==> src/rtl/mru_pkg.sv <==
// Shared types and constants for the mru_arb Wishbone requester arbiter.
package mru_pkg;

  typedef enum logic [0:0] {
    ST_IDLE = 1'b0,
    ST_BUS  = 1'b1
  } mru_state_e;

  localparam int ARB_FIXED = 0;
  localparam int ARB_RR    = 1;

  // Index width that stays legal for a single-port build.
  function automatic int idx_w(input int n);
    return (n > 1) ? $clog2(n) : 1;
  endfunction

endpackage

==> src/rtl/mru_arb_if.sv <==
// Wishbone master bus bundle; mru_arb drives it through the master modport.
interface mru_arb_if #(
  parameter int DW = 32,
  parameter int AW = 30
);
  logic [AW-1:0]   adr_o;
  logic [DW-1:0]   dat_o;
  logic [DW/8-1:0] sel_o;
  logic            we_o;
  logic            cyc_o;
  logic            stb_o;
  logic [DW-1:0]   dat_i;
  logic            ack_i;
  logic            err_i;

  modport master (
    output adr_o, dat_o, sel_o, we_o, cyc_o, stb_o,
    input  dat_i, ack_i, err_i
  );

  modport slave (
    input  adr_o, dat_o, sel_o, we_o, cyc_o, stb_o,
    output dat_i, ack_i, err_i
  );
endinterface

==> src/rtl/mru_pick.sv <==
// Combinational winner selector: fixed priority (lowest index) or round-robin
// starting just after last_grant.
module mru_pick #(
  parameter int NPORTS = 2,
  parameter int IW     = 1
) (
  input  logic [NPORTS-1:0] req,
  input  logic [IW-1:0]     last_grant,
  input  logic              mode,
  output logic [NPORTS-1:0] gnt,
  output logic [IW-1:0]     gnt_idx,
  output logic              gnt_vld
);

  always_comb begin
    logic [IW-1:0] cand;
    cand    = '0;
    gnt_idx = '0;
    gnt     = '0;
    gnt_vld = |req;
    if (mode) begin
      // Walk the ring backwards so the closest port after last_grant is kept.
      for (int k = NPORTS; k >= 1; k--) begin
        cand = IW'((int'(last_grant) + k) % NPORTS);
        if (req[cand]) gnt_idx = cand;
      end
    end else begin
      for (int i = NPORTS - 1; i >= 0; i--) begin
        if (req[i]) gnt_idx = IW'(i);
      end
    end
    if (gnt_vld) gnt[gnt_idx] = 1'b1;
  end

endmodule

==> src/rtl/mru_arb.sv <==
// Multi-requester to single Wishbone master arbiter, one bus cycle at a time.
// Optional bus watchdog enabled by defining MRU_TIMEOUT_EN.
module mru_arb
  import mru_pkg::*;
#(
  parameter int NPORTS   = 2,
  parameter int DW       = 32,
  parameter int AW       = 30,
  parameter int ARB_MODE = ARB_FIXED,
  parameter int TIMEOUT  = 255
) (
  input  logic                   cpu_clk,
  input  logic                   cpu_rst,
  input  logic [NPORTS-1:0]      req_en,
  input  logic [NPORTS*AW-1:0]   req_adr,
  input  logic [NPORTS-1:0]      req_we,
  input  logic [NPORTS*DW/8-1:0] req_sel,
  input  logic [NPORTS*DW-1:0]   req_dat,
  output logic [NPORTS-1:0]      req_stl,
  output logic [NPORTS-1:0]      req_ack,
  output logic [NPORTS-1:0]      req_err,
  output logic [DW-1:0]          res_dat,
  mru_arb_if.master              wb,
  output mru_state_e             dbg_state
);

  localparam int IW = idx_w(NPORTS);
  localparam int SW = DW / 8;

  if (NPORTS < 1 || NPORTS > 8 || DW % 8 != 0 || TIMEOUT < 1) begin : g_bad_cfg
    $error("mru_arb: unsupported parameter set");
  end

  // Handshake: a port's request is taken on the clock edge where req_en=1 and
  // req_stl=0; completion is a single-cycle req_ack or req_err pulse.
  mru_state_e        state_q, state_d;
  logic              rdy_q, rdy_d;
  logic [IW-1:0]     last_q, last_d;
  logic [IW-1:0]     gidx_q, gidx_d;
  logic [AW-1:0]     adr_q, adr_d;
  logic [DW-1:0]     dat_q, dat_d;
  logic [SW-1:0]     sel_q, sel_d;
  logic              we_q, we_d;
  logic              cyc_q, cyc_d;
  logic [DW-1:0]     res_q, res_d;
  logic [NPORTS-1:0] ack_q, ack_d;
  logic [NPORTS-1:0] err_q, err_d;

`ifdef MRU_TIMEOUT_EN
  localparam int TW = $clog2(TIMEOUT + 1);
  logic [TW-1:0]     cnt_q, cnt_d;
`endif

  logic [NPORTS-1:0] gnt;
  logic [IW-1:0]     gnt_idx;
  logic              gnt_vld;
  logic              can_grant;
  logic [AW-1:0]     g_adr;
  logic [DW-1:0]     g_dat;
  logic [SW-1:0]     g_sel;
  logic              g_we;

  mru_pick #(.NPORTS(NPORTS), .IW(IW)) u_pick (
    .req        (req_en),
    .last_grant (last_q),
    .mode       (ARB_MODE == ARB_RR),
    .gnt        (gnt),
    .gnt_idx    (gnt_idx),
    .gnt_vld    (gnt_vld)
  );

  // rdy_q holds off granting on the first edge after reset release.
  assign can_grant = (state_q == ST_IDLE) && rdy_q && gnt_vld;
  assign req_stl   = req_en & ~(can_grant ? gnt : '0);

  always_comb begin
    g_adr = '0;
    g_dat = '0;
    g_sel = '0;
    g_we  = 1'b0;
    for (int i = 0; i < NPORTS; i++) begin
      if (gnt[i]) begin
        g_adr = req_adr[i*AW +: AW];
        g_dat = req_dat[i*DW +: DW];
        g_sel = req_sel[i*SW +: SW];
        g_we  = req_we[i];
      end
    end
  end

  always_comb begin
    state_d = state_q;
    rdy_d   = 1'b1;
    last_d  = last_q;
    gidx_d  = gidx_q;
    adr_d   = adr_q;
    dat_d   = dat_q;
    sel_d   = sel_q;
    we_d    = we_q;
    cyc_d   = cyc_q;
    res_d   = res_q;
    ack_d   = '0;
    err_d   = '0;
`ifdef MRU_TIMEOUT_EN
    cnt_d   = cnt_q;
`endif
    case (state_q)
      ST_IDLE: begin
        if (can_grant) begin
          state_d = ST_BUS;
          last_d  = gnt_idx;
          gidx_d  = gnt_idx;
          adr_d   = g_adr;
          dat_d   = g_dat;
          sel_d   = g_sel;
          we_d    = g_we;
          cyc_d   = 1'b1;
`ifdef MRU_TIMEOUT_EN
          cnt_d   = '0;
`endif
        end
      end
      ST_BUS: begin
        if (wb.err_i) begin
          state_d        = ST_IDLE;
          cyc_d          = 1'b0;
          err_d[gidx_q]  = 1'b1;
        end else if (wb.ack_i) begin
          state_d        = ST_IDLE;
          cyc_d          = 1'b0;
          res_d          = wb.dat_i;
          ack_d[gidx_q]  = 1'b1;
        end
`ifdef MRU_TIMEOUT_EN
        else if (cnt_q == TW'(TIMEOUT - 1)) begin
          state_d        = ST_IDLE;
          cyc_d          = 1'b0;
          err_d[gidx_q]  = 1'b1;
        end else begin
          cnt_d = cnt_q + 1'b1;
        end
`endif
      end
      default: state_d = ST_IDLE;
    endcase
  end

  always_ff @(posedge cpu_clk or negedge cpu_rst) begin
    if (!cpu_rst) begin
      state_q <= ST_IDLE;
      rdy_q   <= 1'b0;
      last_q  <= IW'(NPORTS - 1);
      gidx_q  <= '0;
      adr_q   <= '0;
      dat_q   <= '0;
      sel_q   <= '0;
      we_q    <= 1'b0;
      cyc_q   <= 1'b0;
      res_q   <= '0;
      ack_q   <= '0;
      err_q   <= '0;
`ifdef MRU_TIMEOUT_EN
      cnt_q   <= '0;
`endif
    end else begin
      state_q <= state_d;
      rdy_q   <= rdy_d;
      last_q  <= last_d;
      gidx_q  <= gidx_d;
      adr_q   <= adr_d;
      dat_q   <= dat_d;
      sel_q   <= sel_d;
      we_q    <= we_d;
      cyc_q   <= cyc_d;
      res_q   <= res_d;
      ack_q   <= ack_d;
      err_q   <= err_d;
`ifdef MRU_TIMEOUT_EN
      cnt_q   <= cnt_d;
`endif
    end
  end

  assign wb.adr_o  = adr_q;
  assign wb.dat_o  = dat_q;
  assign wb.sel_o  = sel_q;
  assign wb.we_o   = we_q;
  assign wb.cyc_o  = cyc_q;
  assign wb.stb_o  = cyc_q;
  assign res_dat   = res_q;
  assign req_ack   = ack_q;
  assign req_err   = err_q;
  assign dbg_state = state_q;

endmodule

==> src/flat_wrapper.sv <==
// flat-port wrapper written by rule: the top's interface ports become plain ports
module mru_arb_flat import mru_pkg::*;
#(
  parameter int NPORTS   = 2,
  parameter int DW       = 32,
  parameter int AW       = 30,
  parameter int ARB_MODE = ARB_FIXED,
  parameter int TIMEOUT  = 255
)
  (cpu_clk, cpu_rst, req_en, req_adr, req_we, req_sel, req_dat, req_stl, req_ack, req_err, res_dat, dbg_state, wb_adr_o, wb_dat_o, wb_sel_o, wb_we_o, wb_cyc_o, wb_stb_o, wb_dat_i, wb_ack_i, wb_err_i);
  mru_arb_if #(.DW(DW), .AW(AW)) wb_i ();
  input  logic cpu_clk;
  input  logic cpu_rst;
  input  logic [NPORTS-1:0] req_en;
  input  logic [NPORTS*AW-1:0] req_adr;
  input  logic [NPORTS-1:0] req_we;
  input  logic [NPORTS*DW/8-1:0] req_sel;
  input  logic [NPORTS*DW-1:0] req_dat;
  output logic [NPORTS-1:0] req_stl;
  output logic [NPORTS-1:0] req_ack;
  output logic [NPORTS-1:0] req_err;
  output logic [DW-1:0] res_dat;
  output mru_state_e dbg_state;
  output wire logic [$bits(wb_i.adr_o)-1:0] wb_adr_o;
  output wire logic [$bits(wb_i.dat_o)-1:0] wb_dat_o;
  output wire logic [$bits(wb_i.sel_o)-1:0] wb_sel_o;
  output wire logic [$bits(wb_i.we_o)-1:0] wb_we_o;
  output wire logic [$bits(wb_i.cyc_o)-1:0] wb_cyc_o;
  output wire logic [$bits(wb_i.stb_o)-1:0] wb_stb_o;
  input wire logic [$bits(wb_i.dat_i)-1:0] wb_dat_i;
  input wire logic [$bits(wb_i.ack_i)-1:0] wb_ack_i;
  input wire logic [$bits(wb_i.err_i)-1:0] wb_err_i;
  assign wb_adr_o = wb_i.adr_o;
  assign wb_dat_o = wb_i.dat_o;
  assign wb_sel_o = wb_i.sel_o;
  assign wb_we_o = wb_i.we_o;
  assign wb_cyc_o = wb_i.cyc_o;
  assign wb_stb_o = wb_i.stb_o;
  assign wb_i.dat_i = wb_dat_i;
  assign wb_i.ack_i = wb_ack_i;
  assign wb_i.err_i = wb_err_i;
  mru_arb #(.NPORTS(NPORTS), .DW(DW), .AW(AW), .ARB_MODE(ARB_MODE), .TIMEOUT(TIMEOUT)) u_core (.cpu_clk(cpu_clk), .cpu_rst(cpu_rst), .req_en(req_en), .req_adr(req_adr), .req_we(req_we), .req_sel(req_sel), .req_dat(req_dat), .req_stl(req_stl), .req_ack(req_ack), .req_err(req_err), .res_dat(res_dat), .wb(wb_i), .dbg_state(dbg_state));
endmodule
==> config.mk <==
export PLATFORM = sky130hd
export DESIGN_NAME = mru_arb_flat
export DESIGN_NICKNAME = d
export VERILOG_FILES = /design/src/rtl/mru_pkg.sv /design/src/rtl/mru_arb_if.sv /design/src/rtl/mru_pick.sv /design/src/rtl/mru_arb.sv /design/src/flat_wrapper.sv
export SDC_FILE = /design/constraint.sdc
export NUM_CORES = 1
export LEC_CHECK = 0
export BUFFER_PORTS_ARGS = -buffer_cell sky130_fd_sc_hd__buf_2
export CORE_ASPECT_RATIO = 1.2
export CORE_MARGIN = 10
export CORE_UTILIZATION = 47
export CTS_BUF_LIST = sky130_fd_sc_hd__clkbuf_8 sky130_fd_sc_hd__clkbuf_16
export DETAILED_ROUTE_END_ITERATION = 10
export MAX_ROUTING_LAYER = met4
export PLACE_DENSITY_LB_ADDON = 0.1
export SYNTH_ARGS = -nofsm -noshare
export SYNTH_HDL_FRONTEND = slang
export SYNTH_HIERARCHICAL = 1
export SYNTH_SLANG_ARGS = --single-unit
==> constraint.sdc <==
create_clock -name cpu_clk -period 2.76 [get_ports cpu_clk]
set_input_delay 0.552 -clock cpu_clk [delete_from_list [all_inputs] [get_ports cpu_clk]]
set_output_delay 0.552 -clock cpu_clk [all_outputs]
set_load 0.05 [all_outputs]
==> impl_metrics.py <==
metrics = {
    "critical_path": {
        "cp.arrival_ns": 1.65,
        "path_class": "primary input to output port",
        "slowest_stage": "or2_1",
        "crit_required_ns": 2.21,
        "critPathLaunchType": "primary input",
        "cp_cell_sequence": "buf_2 -> or2_1 -> and3b_2 -> a21boi_1 -> buf_2",
        "cpMostUsedCell": "buf_2",
        "cp_max_fo": 5,
        "worstSetupEndpointType": "output port",
        "r2r_slack_ns": 1.07,
        "max_stage_delay_ns": 0.28,
    },
    "yosys": {
        "syn_area_um2": 4580,
        "seq_area_frac_synth_pct": 59.0,
        "synth_edf_count": 0,
        "avgSynthCellArea_um2": 11.3,
        "yosysMostFrequentCell": "nor2_1",
        "synth_top_area_share_pct": 58.4,
        "synth_nets": 578,
        "synthFlopType": "dfrtp_1",
        "ys_top_cells_by_area": "dfrtp_1, a221oi_1, nor2_1, mux2_2, buf_6",
        "synth_warnings": 6,
        "synthArstFlopShare_pct": 100,
        "syn_inst": 406,
        "ys_seq_elements": 108,
        "yosysTopAreaCell": "dfrtp_1",
        "ys_top_cells_by_count": "nor2_1, dfrtp_1, a221oi_1",
        "synth.distinct_cells": 24,
    },
    "placement": {
        "place.gp.congestion": 0.947,
        "dp_hpwl_mm": 12.0,
        "dp_cells": 780,
        "port_buffers": 279,
    },
    "global_route": {
        "grt_pass1_vias": 4405,
        "grt_max_degree": 70,
        "antenna_found_initial": 1,
        "grt_pass1_wl_mm": 23.0,
        "track_usage_pct": 21.7,
        "grt-ovfl-total": 0,
    },
    "timing": {
        "drv_slew": 0,
        "slew_headroom_pct": 42.1,
        "fin_crit_sh_pct": 79.7,
        "fmaxAchievable_ghz": 0.454,
        "fin_crit_ns": 2.20,
        "setup_viol": 0,
        "fin_tns_setup_ns": 0,
        "final_hold_viol_count": 0,
        "fin_skew_ns": 0.00550,
        "rsz0062_at_grt": "false",
        "worst_pin_slew_ns": 0.867,
    },
    "floorplan": {
        "die_w_um": 110,
        "rows": 39,
        "core_area_um2": 9520,
        "ioPinCount": 280,
        "die_area_um2": 14100,
        "start_util_pct": 48.2,
        "fp.dieH_um": 128,
    },
    "cts": {
        "post_cts.repair.setup_buffers": 0,
        "cts_tree": "done",
        "h-tree-depth": 3,
        "ctsResizeCount": 0,
        "ctsHoldBuffers": 0,
        "path_clk_slew_ns": 0.07,
        "cts_buffer_depth": 2,
        "clock_latency_ns": 0.34,
        "root_buffer": "clkbuf_16",
        "cts.sinks": 108,
        "cts_made_buffers": 9,
    },
    "route": {
        "routed_wirelength_mm": 15.3,
        "drt_first_pass_iters": 4,
        "wl_per_cell_um": 19.2,
        "drt-initial-drc-count": 153,
        "avgViaCountPerCell": 5.21,
        "ant_nets": 0,
        "vias": 4152,
        "drcViolationCount": 0,
    },
    "finish": {
        "nFillCells": 819,
        "instances_no_fill": 797,
        "post-route-util_pct": 66.0,
        "syn_to_final_growth_pct": 37.2,
        "layout-drive-gt1-share_pct": 50.4,
        "layout.nets": 840,
    },
    "pwr": {
        "cellLeakagePower_nw": 3.17,
        "vdd_drop_max_mv": 0.475,
        "powerDensity_nw_per_um2": 934,
    },
    "flow_run": {
        "maxCapViolCount": 0,
    },
    "run_status": {
        "outcome": "completed",
    },
    "min_path": {
        "worstHoldPathType": "primary input to asynchronous set/reset pin",
    },
}
[area by class of cell]
cell class / instances / area, um^2 / area share (%)
inverters: 2 / 7.51 / 0.119
clock inverters: 7 / 68.8 / 1.09
repair buffers: 285 / 1470 / 23.4
clock buffers: 9 / 225 / 3.58
flip-flops and latches: 108 / 2700 / 43.0
well taps: 123 / 154 / 2.45
multi-input cells: 262 / 1650 / 26.3
diodes: 1 / 2.50 / 0.0398
[report_power, final]
group          switching [W]  leakage (nW)  internal [W]
combinational        0.00188          1.77      0.000605
sequential          0.000181          1.27       0.00195
clock               0.000563         0.135      0.000698
total                0.00262          3.17       0.00325
[logic make-up (layout without fill, tap and decap cells)]
family / count (synthesis) / count (layout) / share of synthesized area (%)
mux: 32 / 32 / 7.86
simple gates: 153 / 153 / 13.9
compound gates: 75 / 75 / 13.8
buf+inv: 36 / 303 / 5.27
flops: 108 / 108 / 59.0
other cells: 2 / 3 / 0.164
[critical path, delay by kind of cell]
| family | cells | cell delay [ns] |
|---|---|---|
| and+or+nand+nor | 2 | 0.54 |
| buffers and inverters | 2 | 0.40 |
| AOI/OAI and AO/OA | 1 | 0.14 |
[layer usage]
metal,GRT usage (%),up-vias,part of all wire (%)
li1,-,1967,-
met1,23.5,1969,38
met2,36.5,196,51
met3,6.54,20,8.7
met4,7.80,0,2.1
met5,-,-,0
[sequential cells by signal, indices dropped and copies added, names as in the netlist]
name,cells
u_core/res_dat,32
u_core/wb.dat_o,32
u_core/wb.adr_o,30
u_core/wb.sel_o,4
u_core/req_ack,2
u_core/req_err,2
u_core/dbg_state,1
u_core/gidx_q,1
u_core/last_q,1
u_core/rdy_q,1
u_core/wb.cyc_o,1
u_core/wb.we_o,1
[path summary, 6_finish.rpt]
check	start	to	cells past startpoint
worst max-delay path	req_en[0]	req_stl[1]	5
worst min-delay path	cpu_rst	u_core/wb.adr_o[19]	1
worst max register to register	u_core/dbg_state	u_core/wb.dat_o[21]	4
worst min register to register	u_core/last_q	u_core/last_q	2
max in group asynchronous	cpu_rst	u_core/req_err[0]	2
min in group cpu_clk	wb_dat_i[2]	u_core/res_dat[2]	2
[cells in the final DEF, fill, tap and decap left out, types with 2 or more instances in the layout]
master / instances
buf_12: 2
nor2_1: 137
nand3b_4: 2
conb_1: 2
dfrtp_1: 107
clkinvlp_4: 4
o21a_1: 2
buf_2: 278
a31oi_1: 2
clkbuf_16: 9
nand3b_1: 2
a21boi_1: 2
buf_4: 5
mux2_2: 32
nand2_1: 8
inv_1: 3
a221oi_1: 65
[per-stage QoR]
stage	setup WS (ns)	instance area (um^2)	hold WS, ns	total power (W)
floorplan	0.266	4580	0.256	0.00395
global placement	0.447	5990	0.448	0.00462
detailed placement	0.317	5990	0.453	0.00467
CTS	0.564	6280	0.252	0.00594
global route	0.476	6280	0.264	0.00616
finish	0.560	6280	0.235	0.00587
Note: power is estimated with default switching activity, not from simulation.
